$ cat src/rtl/power_manager.sv
// power_manager: control FSM that arbitrates user load and charge requests
// against the battery level reported by the power level tracker, and drives
// the tracker's powerSetting/powerMode inputs.
module power_manager #(
    parameter int unsigned FULL_LEVEL   = 179,
    parameter int unsigned RESUME_LEVEL = 90,
    parameter int unsigned WARN_DWELL   = 4,
    parameter int unsigned CHARGE_RATE  = 3
) (
    input  logic       clk,
    input  logic       rst,
    input  logic       en,
    input  logic [1:0] userSetting,
    input  logic       chargeReq,
    input  logic [7:0] powerLevel,
    input  logic       powerWarn,
    output logic [1:0] powerSetting,
    output logic       powerMode,
    output logic       shutdown,
    output logic [2:0] stateOut
);

    localparam int unsigned LVL_W = 8;
    localparam int unsigned CNT_W = 4;
    localparam int unsigned SET_W = 2;
    localparam int unsigned ST_W  = 3;

    typedef enum logic [ST_W-1:0] {
        ST_OFF      = 3'd0,
        ST_RUN      = 3'd1,
        ST_THROTTLE = 3'd2,
        ST_CHARGE   = 3'd3,
        ST_LOCKOUT  = 3'd4
    } state_t;

    state_t             state_q;
    state_t             state_d;
    logic [CNT_W-1:0]   cnt_q;
    logic [CNT_W-1:0]   cnt_d;
    logic [SET_W-1:0]   set_d;
    logic               mode_d;
    logic               shut_d;
    logic [LVL_W-1:0]   us_ext;
    logic               depleted;
    logic               can_run;
    logic               full;
    logic               resumed;

    // Level comparisons shared by the transition logic (unsigned, zero-extended request)
    always_comb begin
        us_ext   = LVL_W'(userSetting);
        depleted = (powerLevel == '0) || (powerLevel < us_ext);
        can_run  = (userSetting != '0) && (powerLevel >= us_ext) && (powerLevel != '0);
        full     = (powerLevel >= LVL_W'(FULL_LEVEL));
        resumed  = (powerLevel >= LVL_W'(RESUME_LEVEL));
    end

    // Next state, warn dwell counter and the Moore outputs of the next state
    always_comb begin
        state_d = state_q;
        cnt_d   = '0;
        set_d   = '0;
        mode_d  = 1'b0;
        shut_d  = 1'b0;

        // Consecutive warn cycles only count while running, saturating at the dwell
        if (state_q == ST_RUN && powerWarn) begin
            cnt_d = (cnt_q >= CNT_W'(WARN_DWELL)) ? CNT_W'(WARN_DWELL) : cnt_q + CNT_W'(1);
        end

        case (state_q)
            ST_OFF: begin
                if (chargeReq)    state_d = ST_CHARGE;
                else if (can_run) state_d = ST_RUN;
            end
            ST_RUN: begin
                if (depleted)                          state_d = ST_LOCKOUT;
                else if (chargeReq)                    state_d = ST_CHARGE;
                else if (userSetting == '0)            state_d = ST_OFF;
                else if (cnt_d == CNT_W'(WARN_DWELL))  state_d = ST_THROTTLE;
            end
            ST_THROTTLE: begin
                // No way back to RUN without a recharge
                if (powerLevel == '0)       state_d = ST_LOCKOUT;
                else if (chargeReq)         state_d = ST_CHARGE;
                else if (userSetting == '0) state_d = ST_OFF;
            end
            ST_CHARGE: begin
                if (full)            state_d = ST_OFF;
                else if (!chargeReq) state_d = can_run ? ST_RUN : ST_OFF;
            end
            ST_LOCKOUT: begin
                if (resumed) state_d = ST_OFF;
            end
            default: state_d = ST_OFF;
        endcase

        case (state_d)
            ST_RUN: begin
                set_d  = userSetting;
                mode_d = 1'b1;
            end
            ST_THROTTLE: begin
                set_d  = SET_W'(1);
                mode_d = 1'b1;
            end
            ST_CHARGE: begin
                set_d  = SET_W'(CHARGE_RATE);
            end
            ST_LOCKOUT: begin
                set_d  = SET_W'(1);
                shut_d = 1'b1;
            end
            default: begin
                set_d  = '0;
            end
        endcase
    end

    // State, counter and output registers; en=0 freezes everything
    always_ff @(posedge clk or negedge rst) begin
        if (!rst) begin
            state_q      <= ST_OFF;
            cnt_q        <= '0;
            powerSetting <= '0;
            powerMode    <= 1'b0;
            shutdown     <= 1'b0;
        end else if (en) begin
            state_q      <= state_d;
            cnt_q        <= cnt_d;
            powerSetting <= set_d;
            powerMode    <= mode_d;
            shutdown     <= shut_d;
        end
    end

    assign stateOut = ST_W'(state_q);

endmodule

$ cat config.mk
export PLATFORM = sky130hd
export DESIGN_NAME = power_manager
export DESIGN_NICKNAME = d
export VERILOG_FILES = /design/src/rtl/power_manager.sv
export SDC_FILE = /design/constraint.sdc
export NUM_CORES = 1
export LEC_CHECK = 0
export BUFFER_PORTS_ARGS = -buffer_cell sky130_fd_sc_hd__buf_2
export CORE_UTILIZATION = 40
export DETAILED_ROUTE_END_ITERATION = 16
export GPL_ROUTABILITY_DRIVEN = 0
export SETUP_SLACK_MARGIN = 0.05
export SLEW_MARGIN = 0
export SYNTH_ARGS = -nofsm -noshare
export SYNTH_HDL_FRONTEND = slang
export SYNTH_SLANG_ARGS = --single-unit
$ cat constraint.sdc
create_clock -name clk -period 2.9 [get_ports clk]
set_input_delay 0.145 -clock clk [delete_from_list [all_inputs] [get_ports clk]]
set_output_delay 0.145 -clock clk [all_outputs]
set_load 0.005 [all_outputs]
* Word level (Yosys, flattened, before mapping)
Cells that the tools add are included.
** Word-level totals
- Output and inout port bits :: 7
- Logic and storage cells :: 50
- Flip-flop bits (word level) :: 11
- Input bits :: 15
** Operators by class
- Add/subtract/negate cells :: 1
- Equal/unequal tests :: 9
- $lt $le $gt $ge :: 5
- Muxes and demuxes :: 19
- Reductions and logical operators :: 11
** Operators by type and width (count)
- 3-bit two-way mux :: 12
- 3-bit case mux with 5 select lines :: 1
- 3-bit by 2-bit equality test with 1-bit output, second input constant :: 4
- 8-bit by 2-bit >= comparator with 1-bit output :: 1
- 8-bit by 7-bit >= comparator with 1-bit output, second input constant :: 1
- 8-bit >= comparator, second input constant :: 1
- 8-bit zero test :: 1
- 8-bit by 2-bit less-than comparator with 1-bit output :: 1
- 4-bit two-way mux :: 2
- 8-bit nonzero test :: 1
- 3-bit by 1-bit equality test with 1-bit output, second input constant :: 2
- 3-bit equality test, second input constant :: 2
- 2-bit case mux with 3 select lines :: 1
- 4-bit by 1-bit adder with 4-bit output, second input constant :: 1
- 4-bit by 3-bit equality test with 1-bit output, second input constant :: 1
- 4-bit by 3-bit >= comparator with 1-bit output, second input constant :: 1
- 2-bit OR reduction :: 2
- 1-bit logical AND :: 3
- 3-bit zero test :: 1
- 1-bit two-way mux :: 3
- 2-bit zero test :: 1
- 2-bit nonzero test :: 1
- 1-bit logical OR :: 1

* Logic depth before layout (Yosys ltp)
- Depth after elaboration :: 12
- Depth in mapped cells :: 8
- Mapped depth without buffers :: 8

* Worst setup path before layout
No wires, ideal clock.
- Path kind :: flip-flop to flip-flop
- Start :: register cnt_q[0]
- End :: register powerSetting[1]
- Arrival :: 1.780 ns
- Period minus slack after synthesis :: 1.907 ns
- Data required time :: 2.774 ns
- Setup time :: 0.126 ns
- Buffers on the path :: 0
- Path slack :: 0.993 ns
- Cell stages (with the launch flop) :: 8
- Cells stage by stage :: dfrtp_1 -> ha_1 -> nand3b_1 -> a21o_1 -> a31o_1 -> a211oi_2 -> nor2_1 -> a311o_1
** On the way
- Word-level cells in the longest chain between the ends :: 12
- Elaborated cells between the ends (all ways) :: 16
- Those cells by class :: add/sub: 1; order compare: 1; eq/ne: 5; mux: 8; reduce/logical: 1
** RTL lines
- from (decl) :: RTL line 38 : logic [CNT_W-1:0] cnt_q;
- from (signal assigned) :: RTL line 130 : cnt_q <= cnt_d;
- 4-bit by 1-bit adder with 4-bit output / 4-bit by 3-bit >= comparator with 1-bit output (equally long branches) :: RTL line 68 : cnt_d = (cnt_q >= CNT_W'(WARN_DWELL)) ? CNT_W'(WARN_DWELL) : cnt_q + CNT_W'(1);
- 4-bit two-way mux (*) :: RTL line 68
- 4-bit two-way mux (*) :: RTL line 67 : if (state_q == ST_RUN && powerWarn) begin
- 4-bit by 3-bit equality test with 1-bit output (*) :: RTL line 80 : else if (cnt_d == CNT_W'(WARN_DWELL)) state_d = ST_THROTTLE;
- 3-bit two-way mux (*) :: RTL line 80
- 3-bit two-way mux (*) :: RTL line 79 : else if (userSetting == '0) state_d = ST_OFF;
- 3-bit two-way mux (*) :: RTL line 78 : else if (chargeReq) state_d = ST_CHARGE;
- 3-bit two-way mux (*) :: RTL line 77 : if (depleted) state_d = ST_LOCKOUT;
- 3-bit case mux with 5 select lines (*) :: RTL line 71 : case (state_q)
- 3-bit equality test / 3-bit by 2-bit equality test with 1-bit output (equally long branches) :: RTL line 98 : case (state_d)
- 2-bit OR reduction (no line)
- 2-bit case mux with 3 select lines (*) :: RTL line 98
- to (signal assigned) :: RTL line 131 : powerSetting <= set_d;
- to (decl) :: RTL line 17 : output logic [1:0] powerSetting,
Every way passes the cells marked *; elsewhere a longest branch is shown, timed or not.
A chain may end at the register's enable or synchronous reset.

* Final worst setup path
- Start :: register state_q[1] (netlist: stateOut[1])
- End :: register powerSetting[1]
** On the way
- Word-level cells in the longest chain between the ends :: 12
- Elaborated cells between the ends (all ways) :: 27
- Those cells by class :: eq/ne: 9; mux: 15; reduce/logical: 3
** RTL lines
- from (decl) :: RTL line 36 : state_t state_q;
- from (signal assigned) :: RTL line 129 : state_q <= state_d;
- 3-bit by 1-bit equality test with 1-bit output :: RTL line 67, 71
- 1-bit logical AND :: RTL line 67
- 4-bit two-way mux :: RTL line 67
- 4-bit by 3-bit equality test with 1-bit output :: RTL line 80
- 3-bit two-way mux :: RTL line 80
- 3-bit two-way mux :: RTL line 79
- 3-bit two-way mux :: RTL line 78
- 3-bit two-way mux :: RTL line 77
- 3-bit case mux with 5 select lines (*) :: RTL line 71
- 3-bit equality test / 3-bit by 2-bit equality test with 1-bit output (equally long branches) :: RTL line 98
- 2-bit OR reduction (no line)
- 2-bit case mux with 3 select lines (*) :: RTL line 98
Marks and branches as above.

==> results.py <==
metrics = {
    "run_status": {
        "outcome": "completed",
    },
    "detailed_routing": {
        "route.detailed.wl_per_inst_um": 12.4,
        "drtPass1Iterations": 4,
        "drt_drc_violations_left": 0,
        "viasPerCell": 5.33,
        "dr_total_vias": 741,
        "drt_first_iter_violations": 6,
        "finalWirelength_um": 1730,
        "detail-route-antenna-nets": 0,
    },
    "global_route": {
        "grt_util_all_layers": 0.168,
        "grt_antenna_before_repair": 0,
        "grt_max_degree": 19,
        "grt_pass1_wl_um": 2590,
        "globalRoute.totalOverflow": 0,
        "via_count_of_the_first_global_routing_pass": 606,
    },
    "timing": {
        "slew_margin_rel": 0.715,
        "layout_min_cycle_time_ps": 2100,
        "worst_slew_pin_slew_ps": 427,
        "rsz0062_at_grt": "no",
        "final-hold-violation-count": 0,
        "tns_ps": 0,
        "max_freq_ghz": 0.476,
        "share_of_the_cycle_needed_by_the_critical_path_after_routing": 0.725,
        "slew_viol_final": 0,
        "finalSetupViolCount": 0,
        "fin_worst_skew_ps": 0.835,
    },
    "clocking": {
        "tritoncts_num_sinks": 11,
        "clk-insertion-delay-late_ps": 260,
        "tritoncts": "built",
        "cts.clk_slew.worst_paths_ps": 70,
        "htree_num_levels": 1,
        "postCtsResizedCells": 0,
        "root_buffer": "sky130_fd_sc_hd__clkbuf_4",
        "numCtsBuffers": 3,
        "max-clock-path-buffers": 2,
    },
    "synthesis": {
        "avgSynthCellArea_um2": 9.15,
        "synth-seq-area-share": 0.334,
        "netlist.top_cell.by_area": "sky130_fd_sc_hd__dfrtp_1",
        "yosys.cell_types.count": 39,
        "ys_seq_elements": 11,
        "yosysMostFrequentCell": "sky130_fd_sc_hd__nor2_1",
        "synth_top_flop_cell": "sky130_fd_sc_hd__dfrtp_1",
        "ys_top_cells_by_count": "13 x sky130_fd_sc_hd__nor2_1, 11 x sky130_fd_sc_hd__dfrtp_1, 6 x sky130_fd_sc_hd__inv_1",
        "post_synth_inst_count": 90,
        "netlist_top_cells_area": "sky130_fd_sc_hd__dfrtp_1 33%, sky130_fd_sc_hd__nor2_1 5.9%, sky130_fd_sc_hd__ha_1 4.6%, sky130_fd_sc_hd__a31oi_1 3.8%, sky130_fd_sc_hd__o221ai_4 3.2%",
        "synth_top_area_share": 0.334,
        "syn-num-nets": 108,
        "number_of_synthesized_flops_with_an_enable_pin": 0,
        "synth-warning-count": 0,
        "post_synthesis_instance_area_um2": 823,
        "synth-async-reset-ratio": 1.00,
    },
    "pwr": {
        "power.clock.fraction": 0.167,
        "comb_power_share": 0.422,
        "seq_power_share": 0.411,
        "total_power_mw": 0.604,
        "p_sw_mw": 0.234,
        "power.static_leakage_nw": 0.435,
        "vdd_drop_max_mv": 0.509,
        "pwr_density_cell_nw_per_um2": 619,
        "switching_share": 0.387,
        "internal_power_mw": 0.370,
    },
    "cells_and_area": {
        "layout.cells.non_filler": 139,
        "area.growth.synth_to_final_pct": 18.4,
        "share_of_post_route_cells_with_drive_strength_above_1": 0.321,
        "antenna_cells": 0,
        "num-fill-cells": 198,
        "nets": 131,
    },
    "critical_path": {
        "cp.buffers_inverters": 0,
        "worstPathCellList": "nand4bb_1 -> a21o_1 -> a31o_1 -> a211oi_2 -> nor2_1 -> a311o_1",
        "worst-r2r-setup-slack_ps": 800,
        "r2r-start": "stateOut[1]",
        "critical-path-max-stage-delay_ps": 530,
        "worst_path_max_delay_cell": "sky130_fd_sc_hd__dfrtp_1",
        "worst-path-max-fanout": 11,
        "cp_data_required_time_ps": 3050,
        "worst_setup_path_end_kind": "flip-flop",
        "critical_path.top_delay_family": "compound AO/OA/AOI/OAI gates",
        "rr_endpoint": "powerSetting[1]",
        "critical_path_arrival_ps": 2250,
        "critPathKind": "flip-flop to flip-flop",
        "timing.reg2reg.worst_path_depth": 6,
        "start_kind": "flip-flop",
    },
    "worst_hold_path": {
        "worst_hold_path_cell_count": 3,
        "hp-start": "userSetting[0]",
        "min_path_type": "input port to flip-flop",
        "min_delay_worst_endpoint": "powerSetting[0]",
    },
    "floorplan": {
        "total_number_of_placement_rows": 16,
        "design.die.area_um2": 2240,
        "die_width_um": 47.4,
        "initial_core_utilization": 0.424,
        "floorplan_core_area_um2": 1940,
        "top_level_ports": 22,
        "y_dimension_of_the_die_um": 47.4,
    },
    "flow_run": {
        "max-cap-violations": 0,
    },
    "placed_design": {
        "dp_hpwl_um": 1320,
        "placement.io_buffers": 21,
        "post-place-cells": 134,
    },
}
## registers in the layout, indices dropped and copies added (netlist names)
register,count
cnt_q,4
stateOut,3
powerSetting,2
powerMode,1
shutdown,1
## layer usage
| metal | routed length (um) | global-route usage | share of wire | vias up |
|---|---|---|---|---|
| li1 | - | - | - | 382 |
| met1 | 916 | 0.236 | 0.53 | 340 |
| met2 | 742 | 0.266 | 0.43 | 19 |
| met3 | 70 | 0.0346 | 0.041 | 0 |
| met4 | 0 | 0.0343 | 0 | 0 |
| met5 | 0 | 0 | 0 | - |
## kinds of logic after synthesis
kind of cell / Yosys count / synth area share
AO/OA/AOI/OAI: 30 / 0.310
adder cells (fa/ha/maj): 3 / 0.0456
buffers and inverters: 10 / 0.0562
flip-flops: 11 / 0.334
multiplexers: 1 / 0.0137
AND/OR/NAND/NOR: 35 / 0.240
## metrics by stage
stage	worst slack (ps)	hold WS (ps)	utilization	area, um^2
6_report	798	181	0.502	975
5_1_grt	659	187	0.502	975
4_1_cts	799	182	0.502	975
3_5_place_dp	804	25.6	0.483	938
3_3_place_gp	826	24.0	0.483	938
2_1_floorplan	993	-151	-	823
## cells in the final DEF, fill, tap and decap left out, types with 2 or more instances in the layout
cell type | Yosys | layout
sky130_fd_sc_hd__a21o_1 | 2 | 2
sky130_fd_sc_hd__a21oi_1 | 3 | 3
sky130_fd_sc_hd__a311o_1 | 2 | 2
sky130_fd_sc_hd__a31oi_1 | 5 | 5
sky130_fd_sc_hd__buf_2 | 1 | 21
sky130_fd_sc_hd__clkbuf_4 | 0 | 3
sky130_fd_sc_hd__dfrtp_1 | 11 | 11
sky130_fd_sc_hd__ha_1 | 3 | 3
sky130_fd_sc_hd__inv_1 | 6 | 6
sky130_fd_sc_hd__nand2_1 | 5 | 5
sky130_fd_sc_hd__nand3_1 | 2 | 2
sky130_fd_sc_hd__nor2_1 | 13 | 13
sky130_fd_sc_hd__nor2b_1 | 3 | 3
sky130_fd_sc_hd__nor3_1 | 2 | 2
sky130_fd_sc_hd__o211a_1 | 2 | 2
sky130_fd_sc_hd__o21ai_0 | 5 | 5
## final cells by class
type / instances / area (um^2) / area share
inverter: 6 / 22.5 / 0.0231
timing repair buffer: 22 / 115 / 0.118
tap: 27 / 33.8 / 0.0347
clock buffer: 4 / 26.3 / 0.0270
multi-input combinational: 69 / 502 / 0.515
sequential: 11 / 275 / 0.282
## worst min-delay path: cells and delay by family
| family | cells | cell delay, ps |
|---|---|---|
| buffers and inverters | 1 | 120 |
| AND/OR/NAND/NOR | 1 | 60 |
| AO/OA/AOI/OAI | 1 | 80 |
## repair_timing
item,CTS,global route
setup buffers,0,0
endpoints found under the hold margin,11,0
setup endpoints to repair,0,0
hold buffers,1,0
## power by group through the flow
stage	Clock, mW	Sequential (mW)	Combinational, mW
final	0.101	0.248	0.255
after global routing	0.113	0.254	0.280
after CTS	0.106	0.247	0.257
after detailed placement	0	0.250	0.253
after global placement	0	0.249	0.252
after floorplan	0	0.217	0.215
## how the worst max path moves through the flow
stage | to | slack [ps] | from | cells past startpoint
5_1_grt | powerSetting[1] | 660 | stateOut[1] | 6
3_3_place_gp | powerSetting[1] | 830 | userSetting[1] | 9
3_5_place_dp | powerSetting[1] | 800 | userSetting[1] | 9
4_1_cts | powerSetting[1] | 800 | stateOut[1] | 6
2_1_floorplan | powerSetting[1] | 990 | cnt_q[0] | 7
6_report | powerSetting[1] | 800 | stateOut[1] | 6
Note: power is estimated with default switching activity, not from simulation.
